`config.mk`:
```
export PLATFORM = sky130hd
export DESIGN_NAME = serial_adder_ctrl
export DESIGN_NICKNAME = d
export VERILOG_FILES = /design/src/rtl/serial_adder_ctrl.sv
export SDC_FILE = /design/constraint.sdc
export NUM_CORES = 1
export LEC_CHECK = 0
export ABC_CLOCK_PERIOD_IN_PS = 2700
export BUFFER_PORTS_ARGS = -buffer_cell sky130_fd_sc_hd__buf_2
export CAP_MARGIN = 10
export CORE_ASPECT_RATIO = 1.4
export CORE_MARGIN = 5
export CORE_UTILIZATION = 40
export CTS_BUF_LIST = sky130_fd_sc_hd__clkbuf_4 sky130_fd_sc_hd__clkbuf_8
export CTS_CLUSTER_SIZE = 25
export DETAILED_ROUTE_END_ITERATION = 10
export SYNTH_ARGS = -nofsm -noshare
export SYNTH_HDL_FRONTEND = slang
export SYNTH_SLANG_ARGS = --single-unit
```
`constraint.sdc`:
```
create_clock -name clk -period 2.7 [get_ports clk]
set_input_delay 0.405 -clock clk [delete_from_list [all_inputs] [get_ports clk]]
set_output_delay 0.405 -clock clk [all_outputs]
set_load 0.02 [all_outputs]
```
`src/rtl/serial_adder_ctrl.sv`:
```
// Bit-serial adder stage: one full-adder cell is reused LSB-first across WIDTH
// clocks, with operands and result exchanged over valid/ready handshakes.
module serial_adder_ctrl #(
    parameter int WIDTH = 8
) (
    input  logic             clk,
    input  logic             rst,
    input  logic             in_valid,
    output logic             in_ready,
    input  logic [WIDTH-1:0] a,
    input  logic [WIDTH-1:0] b,
    input  logic             cin,
    output logic             out_valid,
    input  logic             out_ready,
    output logic [WIDTH-1:0] result,
    output logic             cout,
    output logic             busy
);

    localparam int CW = (WIDTH > 2) ? $clog2(WIDTH) : 1;
    localparam logic [CW-1:0] CNT_LAST = CW'(WIDTH - 1);

    typedef enum logic [1:0] {
        IDLE  = 2'd0,
        SHIFT = 2'd1,
        DONE  = 2'd2
    } state_t;

    // Combinational 1-bit full-adder cell; returns {carry, sum}.
    function automatic logic [1:0] full_add(input logic x, input logic y, input logic c);
        return {(x & y) | (x & c) | (y & c), x ^ y ^ c};
    endfunction

    state_t           state_r;
    logic [WIDTH-1:0] a_sr_r;
    logic [WIDTH-1:0] b_sr_r;
    logic [WIDTH-1:0] sum_sr_r;
    logic             carry_r;
    logic [CW-1:0]    cnt_r;
    logic [WIDTH-1:0] result_r;
    logic             cout_r;
    logic             out_valid_r;
    logic             busy_r;

    logic [1:0]       fa_s;
    logic [WIDTH-1:0] sum_next_s;
    logic             in_ready_s;

    // Full-adder cell evaluation and the next sum-register value.
    always_comb begin
        fa_s       = full_add(a_sr_r[0], b_sr_r[0], carry_r);
        sum_next_s = {fa_s[0], sum_sr_r[WIDTH-1:1]};
    end

    // Accept readiness: IDLE always, DONE only when the result leaves the same edge.
    always_comb begin
        in_ready_s = 1'b0;
        if (rst) begin
            in_ready_s = 1'b0;
        end else begin
            case (state_r)
                IDLE:    in_ready_s = 1'b1;
                DONE:    in_ready_s = out_ready;
                default: in_ready_s = 1'b0;
            endcase
        end
    end

    assign in_ready  = in_ready_s;
    assign out_valid = out_valid_r;
    assign result    = result_r;
    assign cout      = cout_r;
    assign busy      = busy_r;

    // Control FSM with datapath shift registers and registered outputs.
    always_ff @(posedge clk or posedge rst) begin
        if (rst) begin
            state_r     <= IDLE;
            a_sr_r      <= '0;
            b_sr_r      <= '0;
            sum_sr_r    <= '0;
            carry_r     <= 1'b0;
            cnt_r       <= '0;
            result_r    <= '0;
            cout_r      <= 1'b0;
            out_valid_r <= 1'b0;
            busy_r      <= 1'b0;
        end else begin
            case (state_r)
                IDLE: begin
                    if (in_valid) begin
                        a_sr_r  <= a;
                        b_sr_r  <= b;
                        carry_r <= cin;
                        cnt_r   <= '0;
                        busy_r  <= 1'b1;
                        state_r <= SHIFT;
                    end
                end
                SHIFT: begin
                    a_sr_r   <= a_sr_r >> 1;
                    b_sr_r   <= b_sr_r >> 1;
                    sum_sr_r <= sum_next_s;
                    carry_r  <= fa_s[1];
                    if (cnt_r == CNT_LAST) begin
                        result_r    <= sum_next_s;
                        cout_r      <= fa_s[1];
                        out_valid_r <= 1'b1;
                        busy_r      <= 1'b0;
                        state_r     <= DONE;
                    end else begin
                        cnt_r <= cnt_r + CW'(1);
                    end
                end
                DONE: begin
                    // Result stays frozen until the downstream takes it.
                    if (out_ready) begin
                        out_valid_r <= 1'b0;
                        if (in_valid) begin
                            a_sr_r  <= a;
                            b_sr_r  <= b;
                            carry_r <= cin;
                            cnt_r   <= '0;
                            busy_r  <= 1'b1;
                            state_r <= SHIFT;
                        end else begin
                            state_r <= IDLE;
                        end
                    end
                end
                default: begin
                    out_valid_r <= 1'b0;
                    busy_r      <= 1'b0;
                    state_r     <= IDLE;
                end
            endcase
        end
    end

endmodule
```
==> qor.txt, run 1 <==
Distinct cells, synth: 22
GRT Total Usage: 0.1184
WL/cell: 14.71 um
largest net degree at the start of global routing: 41
area taken by multi-input logic gates: 824.5 sq um
max-cap viol count: 0
Tcrit/Tclk final: 0.6733
TritonCTS Buffers: 5
Synth Register Bits: 40
fin util: 0.4762
measured slew at the worst slew-check pin: 685.3 ps
critical path capture point type: flip-flop
global-route wire length before repair: 5561 um
Inst Count DP: 213
HPWL after DPL: 2270 um
main flop type after synthesis: dfrtp_1
TritonRoute pass-1 iters: 4
full die area: 6249 sq um
Clock Skew: 10.22 ps
worst vdd ir: 0.6060 mV
CP Max Fanout: 17
fin. max-slew vios: 0
1st-iter DRT viols: 43
# IOs: 33
Post-CTS Resized: 0
Nets: 182
final non-filler cell total: 221
Post-DRT Antenna Nets: 0
H-Tree Depth: 2
Avg Vias per Cell: 4.738
share of layout cells above drive strength 1: 0.5849
Seq pwr share: 0.391
CP required: 2870 ps
Max Freq: 0.5500 GHz
CTS tree: yes
Die H: 91.56 um
type of origin of the critical path: flip-flop
Hold Vio Cnt, Final: 0
synthesis-to-layout area growth: 14.55%
EDFF count, synth: 0
Syn Nets: 147
clock power share: 0.139
outcome: finished clean
num rows: 29
CP arrival: 1990 ps
Gate Count Post-Synth: 123
Antenna diodes: 0
CTS sink cnt: 40
vias in the first global route: 1192
GRT overflow: 0
antenna violations before repair: 0
fill cell count: 458
WS Path Type: flip-flop to flip-flop
post-layout minimum cycle time: 1818 ps
Post-CTS Setup Bufs: 0
Sw Pwr: 0.0009124 W
aggregate routed wire length: 3252 um
clk buf depth: 2
core box area: 4572 sq um
DRC Markers: 0
unrepaired setup endpoints after global routing: false
Ys Warns: 0
Final setup viols: 0
Combinational Power Share: 0.469
Root Buffer: clkbuf_8
starting density of the core: 0.4157
power per cell area: 1278 nW/um^2
design area: 2177 sq um
Post-DP Area: 2090 sq um
Post-Syn Area: 1901 sq um
Slew HR: 0.5421
worst hold path class: input port to async pin
ys async rst share: 1.000
Clock Latency Late Sink: 290 ps
setup_tns: 0 ps
hold buffer count at cts: 0
Mean Syn Cell Area: 15.45 sq um
internal power: 0.001870 W
gpl congestion: 0.8055
clock transition at the registers of the reported paths: 80 ps
Die X-Extent: 68.26 um
switching power share of the total: 0.3279
buffers added on ports: 32
leakage: 1.060 nW
vias: 1047
sequential share of the synthesized area: 0.5267
Storage cell area: 1001 sq um
Power, Total: 0.002783 W
## cells in the mapped netlist, types with 2 or more instances
cell type / number / area share
dfrtp_1: 40 / 0.53
mux2_2: 27 / 0.16
mux2_4: 22 / 0.17
a21oi_1: 4 / 0.011
buf_6: 3 / 0.018
inv_1: 3 / 0.0059
nor2b_1: 3 / 0.0099
a22o_1: 2 / 0.0092
buf_2: 2 / 0.0053
ha_1: 2 / 0.013
nor2_1: 2 / 0.0040
nor3b_1: 2 / 0.0079
o21ai_0: 2 / 0.0053
## layer usage
layer  track usage  vias to the layer above  routed length [um]
li1              -                      502                   -
met1        0.1412                      517                1335
met4       0.05473                        0                  76
met5             0                        -                   0
met3       0.03333                        6                 174
met2        0.1923                       22                1665
## state kept, by name, indices dropped and copies added (netlist names)
name / flops
busy: 1
carry_r: 1
state_r: 2
a_sr_r: 8
out_valid: 1
result: 8
cout: 1
b_sr_r: 8
sum_sr_r: 7
cnt_r: 3
## worst max-delay path, cell delays in order, from the launching register on
cell and delay [ps]:
dfrtp_1 480, nand2b_1 230, a21oi_4 580, mux2_2 410
## cell families after synthesis
| logic type | synth area share |
|---|---|
| AOI/OAI and AO/OA | 0.03687 |
| adders and majority gates | 0.02370 |
| buffers and inverters | 0.03950 |
| DFF | 0.5267 |
| muxes | 0.3338 |
| and+or+nand+nor | 0.03950 |
## power by group through the flow
stage,logic [W],registers [W],clock network (W)
finish,0.00131,0.00109,0.000388
global route,0.00141,0.00113,0.000432
CTS,0.00133,0.00110,0.000404
detailed placement,0.00132,0.00111,0
global placement,0.00128,0.00109,0
floorplan,0.00108,0.00114,0
## per-stage QoR
step	setup slack (ps)	hold slack (ps)
2_1_floorplan	1087	470.1
3_3_place_gp	929.8	484.4
3_5_place_dp	889.7	488.5
4_1_cts	863.6	251.6
5_1_grt	764.3	291.5
6_report	882.0	242.8
## path summary, 6_finish.rpt
path / from / end / slack (ps) / cells past startpoint
worst max-delay path: state_r[0] / b_sr_r[7] / 880 / 3
worst max register to register: state_r[0] / b_sr_r[7] / 880 / 3
max in group asynchronous: rst / b_sr_r[7] / 2110 / 3
min in group clk: out_ready / out_valid / 440 / 4
worst min register to register: result[5] / result[5] / 500 / 1
worst min-delay path: rst / state_r[0] / 240 / 3
## cell usage in the layout (no fill, tap or decap)
master,synthesis,layout
nor3b_1,2,2
clkinv_2,0,2
o22ai_1,1,1
buf_4,0,2
a21oi_1,4,4
clkinv_4,0,1
nor2b_1,3,3
nand2b_1,1,1
a21oi_4,1,1
fa_1,1,1
inv_1,3,3
mux2_2,27,27
dfrtp_1,40,40
nor2b_2,1,1
clkbuf_8,0,5
o21ai_0,2,2
nand2_1,1,1
a22o_1,2,2
buf_2,2,32
nor2_1,2,2
mux2_4,22,22
or2b_1,1,1
ha_1,2,2
nand3b_1,1,1
## area by class of cell
type / instances / area share
Tap cell: 62 / 0.03563
Inverter: 3 / 0.005172
Multi-Input combinational cell: 74 / 0.3787
Clock inverter: 3 / 0.008621
Sequential cell: 40 / 0.4598
Timing Repair Buffer: 34 / 0.08046
Clock buffer: 5 / 0.03161
No activity file was read; power rests on OpenSTA's default activity.
==> run 2, diff against run 1 <==
Settings changed: ABC_AREA from default to 1, ABC_CLOCK_PERIOD_IN_PS 2700 to 1590.
Clock period 2.7 ns to 1.59 ns, I/O delays scaled along.
==> run 2 against run 1 <==
Area after synthesis down 2.6%. Wire length up 11%. Die area down 2.3%. Cell area down 0.69%. Flip-flop and latch count unchanged. Register-to-register slack worse by 620 ps. Clock skew down 5.0 ps. Setup slack worse by 770 ps. Combinational power up 37%. Largest cell class unchanged. Largest power group unchanged.
==> qor.txt, run 2 <==
Hold Vio Cnt, Final: 0 (unchanged)
most numerous cell in the Yosys netlist: nand2_1
DRC Markers: 0 (unchanged)
Mean Syn Cell Area: 8.116 sq um (-47%)
outcome: finished clean
critical path capture point type: output port
Antenna diodes: 0 (unchanged)
Post-Syn Area: 1851 sq um (-2.6%)
WS Path Type: flip-flop to output port
CP arrival: 1240 ps (-750 ps)
post-layout minimum cycle time: 1480 ps
Die X-Extent: 67.49 um (-1.1%)
clock transition at the registers of the reported paths: 70 ps (about the same)
reg-to-reg slack, setup: 260 ps (-620 ps)
CP Max Fanout: 6 (-11)
vias: 1513 (+45%)
buffers added on ports: 32 (unchanged)
core box area: 4499 sq um (-1.6%)
worst slack, placed: 261.3 ps (-628.4 ps)
Synth area leaders: dfrtp_1 54%, nand2_1 23%, nand3_1 5.7%
share of layout cells above drive strength 1: 0.1977 (-0.3872)
Root Buffer: clkbuf_8
EDFF count, synth: 0 (unchanged)
Nets: 287 (+58%)
vias in the first global route: 1415 (+19%)
largest net degree at the start of global routing: 41 (unchanged)
measured slew at the worst slew-check pin: 506.5 ps (-178.8 ps)
1st-iter DRT viols: 97 (+130%)
reg2reg end: out_valid
gpl congestion: 0.7145 (-11%)
CTS tree: yes
Max Freq: 0.6755 GHz
fin. max-slew vios: 0 (unchanged)
Power, Total: 0.004145 W (+49%)
Syn Nets: 252 (+71%)
final setup margin: 109.7 ps (-772.3 ps)
GRT overflow: 0 (unchanged)
most common cell after layout, fill and taps aside: nand2_1
type of origin of the critical path: flip-flop
num rows: 29 (unchanged)
Post-DRT Antenna Nets: 0 (unchanged)
unrepaired setup endpoints after global routing: false
global-route wire length before repair: 6244 um (+12%)
sequential share of the synthesized area: 0.5409 (+0.01424)
Gate Count Post-Synth: 228 (+85%)
r2r startpoint: cnt_r[0]
Avg Vias per Cell: 4.655 (-1.7%)
Synth area leader: dfrtp_1
full die area: 6106 sq um (-2.3%)
Die H: 90.48 um (-1.2%)
fin util: 0.4805 (+0.004344)
main flop type after synthesis: dfrtp_1
Slew HR: 0.6623 (+0.1202)
Synth Register Bits: 40 (unchanged)
antenna violations before repair: 0 (unchanged)
Clock Skew: 5.180 ps (-5.041 ps)
starting density of the core: 0.4113 (-0.004418)
TritonRoute pass-1 iters: 4 (unchanged)
Worst R2R Path Depth: 5 (+2)
WL/cell: 11.09 um (-25%)
max-cap viol count: 0 (unchanged)
commonest non-fill, non-tap cells in the layout: 112 x nand2_1, 39 x dfrtp_1, 32 x buf_2
aggregate routed wire length: 3603 um (+11%)
Ys Warns: 0 (unchanged)
CTS sink cnt: 40 (unchanged)
Clock Latency Late Sink: 280 ps (about the same)
worst hold path class: input port to async pin
leakage: 1.236 nW (+17%)
Distinct cells, synth: 19 (-14%)
power per cell area: 1917 nW/um^2 (+50%)
synthesis-to-layout area growth: 16.84%
clk buf depth: 2 (unchanged)
setup_tns: 0 ps (unchanged)
GRT Total Usage: 0.1336 (+0.01513)
CP required: 1350 ps (-1520 ps)
top post-synthesis cells by count: 112 x nand2_1, 40 x dfrtp_1, 21 x nand3_1
TritonCTS Buffers: 5 (unchanged)
HPWL after DPL: 2547 um (+12%)
Tcrit/Tclk final: 0.9310
Final setup viols: 0 (unchanged)
ys async rst share: 1.000 (unchanged)
top cell type's share of synthesized area: 0.5409 (+0.01424)
H-Tree Depth: 2 (unchanged)
# IOs: 33 (unchanged)
worst vdd ir: 0.7082 mV (+17%)
## run 2: timing repair
action / CTS / global route
gates resized for setup: 0 / 2
hold buffers: 0 / 0
setup buffers: 0 / 0
setup endpoints to repair: 0 / 1
## run 2: logic make-up after synthesis
group                    count (synthesis)  synth area share
buffers and inverters                   26           0.06896
adder cells (fa/ha/maj)                  3           0.02434
AO/OA/AOI/OAI                           17           0.04598
AND/OR/NAND/NOR                        142            0.3198
flip-flops                              40            0.5409
## run 2: metal layers
layer  vias up  part of all wire  routed length [um]  GRT usage
met5         -                 0                   0          0
met4         0             0.027                  99    0.06261
met3         9             0.050                 180    0.04110
met2        29              0.47                1691     0.2047
met1       697              0.45                1631     0.1675
li1        778                 -                   -          -
## run 2: through the flow
stage | hold WS (ps) | instance area (sq um) | instances
6_report | 80.13 | 2162 | 325
5_1_grt | 123.3 | 2162 | 325
4_1_cts | 95.19 | 2156 | 325
3_5_place_dp | 403.8 | 2074 | 318
3_3_place_gp | 401.7 | 2074 | 318
2_1_floorplan | 386.2 | 1851 | 228
## run 2: final cells by class
cell class	count	area (sq um)
Clock inverter	1	5.005
Tap cell	62	77.57
Clock buffer	6	76.32
Fill cell	496	2337
Multi-Input combinational cell	162	726.9
Inverter	17	63.81
Timing Repair Buffer	37	210.2
Sequential cell	40	1002
## run 2: how the worst max path moves through the flow
stage / depth (start not counted) / from / slack [ps] / endpoint
after CTS: 4 / state_r[1] / 30 / in_ready
after detailed placement: 5 / cnt_r[0] / 260 / out_valid
after floorplan: 3 / state_r[0] / 110 / in_ready
after global placement: 5 / state_r[1] / 320 / a_sr_r[4]
final: 4 / state_r[1] / 110 / in_ready
after global routing: 4 / state_r[1] / 20 / in_ready
## run 2: where the power goes
group          internal (W)  total [W]  switching, W
clock              0.000315   0.000635      0.000320
combinational      0.000655    0.00179       0.00113
sequential          0.00146    0.00172      0.000261
total               0.00243    0.00414       0.00171
## run 2: worst max-delay path, stage by stage (launching register included)
cell,delay (ps)
dfrtp_2,450
nand2_4,110
inv_1,90
nor3_1,120
buf_2,190
==> run 3, diff against run 2 <==
Settings changed: ABC_CLOCK_PERIOD_IN_PS 1590 to default, CELL_PAD_IN_SITES_DETAIL_PLACEMENT from default to 2, CELL_PAD_IN_SITES_GLOBAL_PLACEMENT from default to 2, CORE_UTILIZATION 40 to 30, PLACE_DENSITY_LB_ADDON from default to 0.1.
==> run 3 against run 2 <==
Cell area up 1.6%. Sequential power about the same. Critical path depth unchanged. Via count up 5.2%. Clock power up 37%. Final cell count up 3.4%. Combinational power about the same. First-iteration DRC count down 41%. Largest power group unchanged.
==> qor.txt, run 3 (synthesized netlist as in run 2, its figures left out) <==
switching power share of the total: 0.4240 (+0.01112)
starting density of the core: 0.3021 (-0.1092)
antenna violations before repair: 0 (unchanged)
internal power: 0.002547 W (+4.7%)
clk buf depth: 2 (unchanged)
Post-DP Area: 2067 sq um (-0.36%)
CP delay by family, top: flip-flops
Clock Latency Late Sink: 300 ps (+20 ps)
GRT Total Usage: 0.1348 (+0.001237)
most common cell after layout, fill and taps aside: nand2_1
CP max stage cell: dfrtp_2
max-cap viol count: 0 (unchanged)
CP required: 1350 ps (about the same)
hold buffer count at cts: 0 (unchanged)
Sw Pwr: 0.001875 W (+9.6%)
critical path capture point type: output port
WL/cell: 14.35 um (+29%)
Combinational Power Share: 0.411 (-0.020)
type of origin of the critical path: flip-flop
outcome: finished clean
# IOs: 33 (unchanged)
1st-iter DRT viols: 57 (-41%)
leakage: 1.243 nW (+0.58%)
clock power share: 0.197 (+0.044)
Antenna diodes: 0 (unchanged)
commonest non-fill, non-tap cells in the layout: 112 x nand2_1, 39 x dfrtp_1, 32 x buf_2
Max Freq: 0.6761 GHz (about the same)
vias: 1592 (+5.2%)
max incr delay on CP: 440 ps (about the same)
full die area: 7861 sq um (+29%)
TritonRoute pass-1 iters: 4 (unchanged)
Slew HR: 0.6427 (-0.01961)
WS Path Type: flip-flop to output port
CP Max Fanout: 6 (unchanged)
global-route wire length before repair: 8569 um (+37%)
worst vdd ir: 0.4719 mV (-33%)
TritonCTS Buffers: 5 (unchanged)
setup_tns: 0 ps (unchanged)
Tcrit/Tclk final: 0.9302 (about the same)
vias in the first global route: 1795 (+27%)
Clock Skew: 8.148 ps (+2.968 ps)
Seq pwr share: 0.392 (-0.024)
worst path cell trace: nand2_4, inv_1, nor3_1, buf_2
design area: 2196 sq um (+1.6%)
aggregate routed wire length: 4821 um (+34%)
GRT overflow: 0 (unchanged)
Die H: 102.9 um (+14%)
measured slew at the worst slew-check pin: 535.9 ps (+29.41 ps)
DRC Markers: 0 (unchanged)
CTS tree: yes
share of layout cells above drive strength 1: 0.2008 (+0.003039)
H-Tree Depth: 2 (unchanged)
Hold Vio Cnt, Final: 0 (unchanged)
Bufs and invs on worst path: 2 (unchanged)
fin. max-slew vios: 0 (unchanged)
HPWL after DPL: 3375 um (+33%)
unrepaired setup endpoints after global routing: false
worst hold path class: input port to async pin
Avg Vias per Cell: 4.738 (+1.8%)
fin util: 0.3585 (-0.1221)
Post-DRT Antenna Nets: 0 (unchanged)
gpl congestion: 0.7256 (+1.6%)
post-layout minimum cycle time: 1479 ps (-1.302 ps)
core box area: 6126 sq um (+36%)
Final setup viols: 0 (unchanged)
largest net degree at the start of global routing: 41 (unchanged)
Hold Slack: 68.93 ps (-11.20 ps)
Nets: 287 (unchanged)
CP arrival: 1240 ps (about the same)
buffers added on ports: 32 (unchanged)
num rows: 34 (+17%)
Die X-Extent: 76.38 um (+13%)
synthesis-to-layout area growth: 18.66%
Root Buffer: clkbuf_8
clock transition at the registers of the reported paths: 80 ps (about the same)
power per cell area: 2014 nW/um^2 (+5.0%)
CTS sink cnt: 40 (unchanged)
run 3: cell count changes in the layout (fill, tap and decap cells not counted), sizes merged:
cell	change
clkinv	-1
bufinv	+1
clkinvlp	+1
inv	+1
clkbuf	-1
run 3: final timing paths:
path	end	slack [ps]	cells past startpoint	from
setup / recovery	in_ready	110	4	state_r[1]
hold / removal	a_sr_r[3]	70	3	rst
setup reg to reg	cnt_r[1]	190	7	cnt_r[0]
hold reg to reg	result[0]	480	2	result[0]
max in group asynchronous	cout	1130	3	rst
min in group clk	b_sr_r[7]	210	3	b[7]
run 3: worst min-delay path, stage by stage:
cell	delay, ps
buf_2	100
inv_1	40
buf_4	430
run 3: routing by layer:
metal / vias up / global-route usage / wire [um]
li1: 779 / - / -
met5: - / 0 / 0
met2: 20 / 0.2599 / 2575
met4: 0 / 0.04441 / 56
met3: 5 / 0.02797 / 129
met1: 788 / 0.1464 / 2059
run 3: power groups by stage:
stage	Clock (W)	Combinational, W	Sequential [W]
finish	0.000872	0.00182	0.00173
global route	0.000939	0.00214	0.00179
CTS	0.000895	0.00189	0.00174
detailed placement	0	0.00188	0.00176
global placement	0	0.00181	0.00174
floorplan	0	0.00126	0.00183
run 3: metrics by stage:
step / cells / power [W] / setup WS, ps
finish: 336 / 0.004422 / 111.0
floorplan: 228 / 0.003087 / 114.5
detailed placement: 327 / 0.003644 / 183.2
global placement: 327 / 0.003544 / 219.5
CTS: 335 / 0.004530 / 5.407
global route: 336 / 0.004877 / 9.106
run 3: area by class of cell:
| class | instances | area [sq um] |
|---|---|---|
| clock inverter | 3 | 46.29 |
| tap | 72 | 90.09 |
| clock buffer | 5 | 68.82 |
| inverter | 17 | 63.81 |
| sequential | 40 | 1002 |
| multi-input combinational | 162 | 726.9 |
| timing repair buffer | 37 | 197.7 |
| fill | 743 | 3930 |
run 3: what timing repair did:
action | 4_1_cts | 5_1_grt
gates resized for setup | 0 | 2
buffers inserted | 0 | 1
endpoints found under the setup margin | 0 | 1
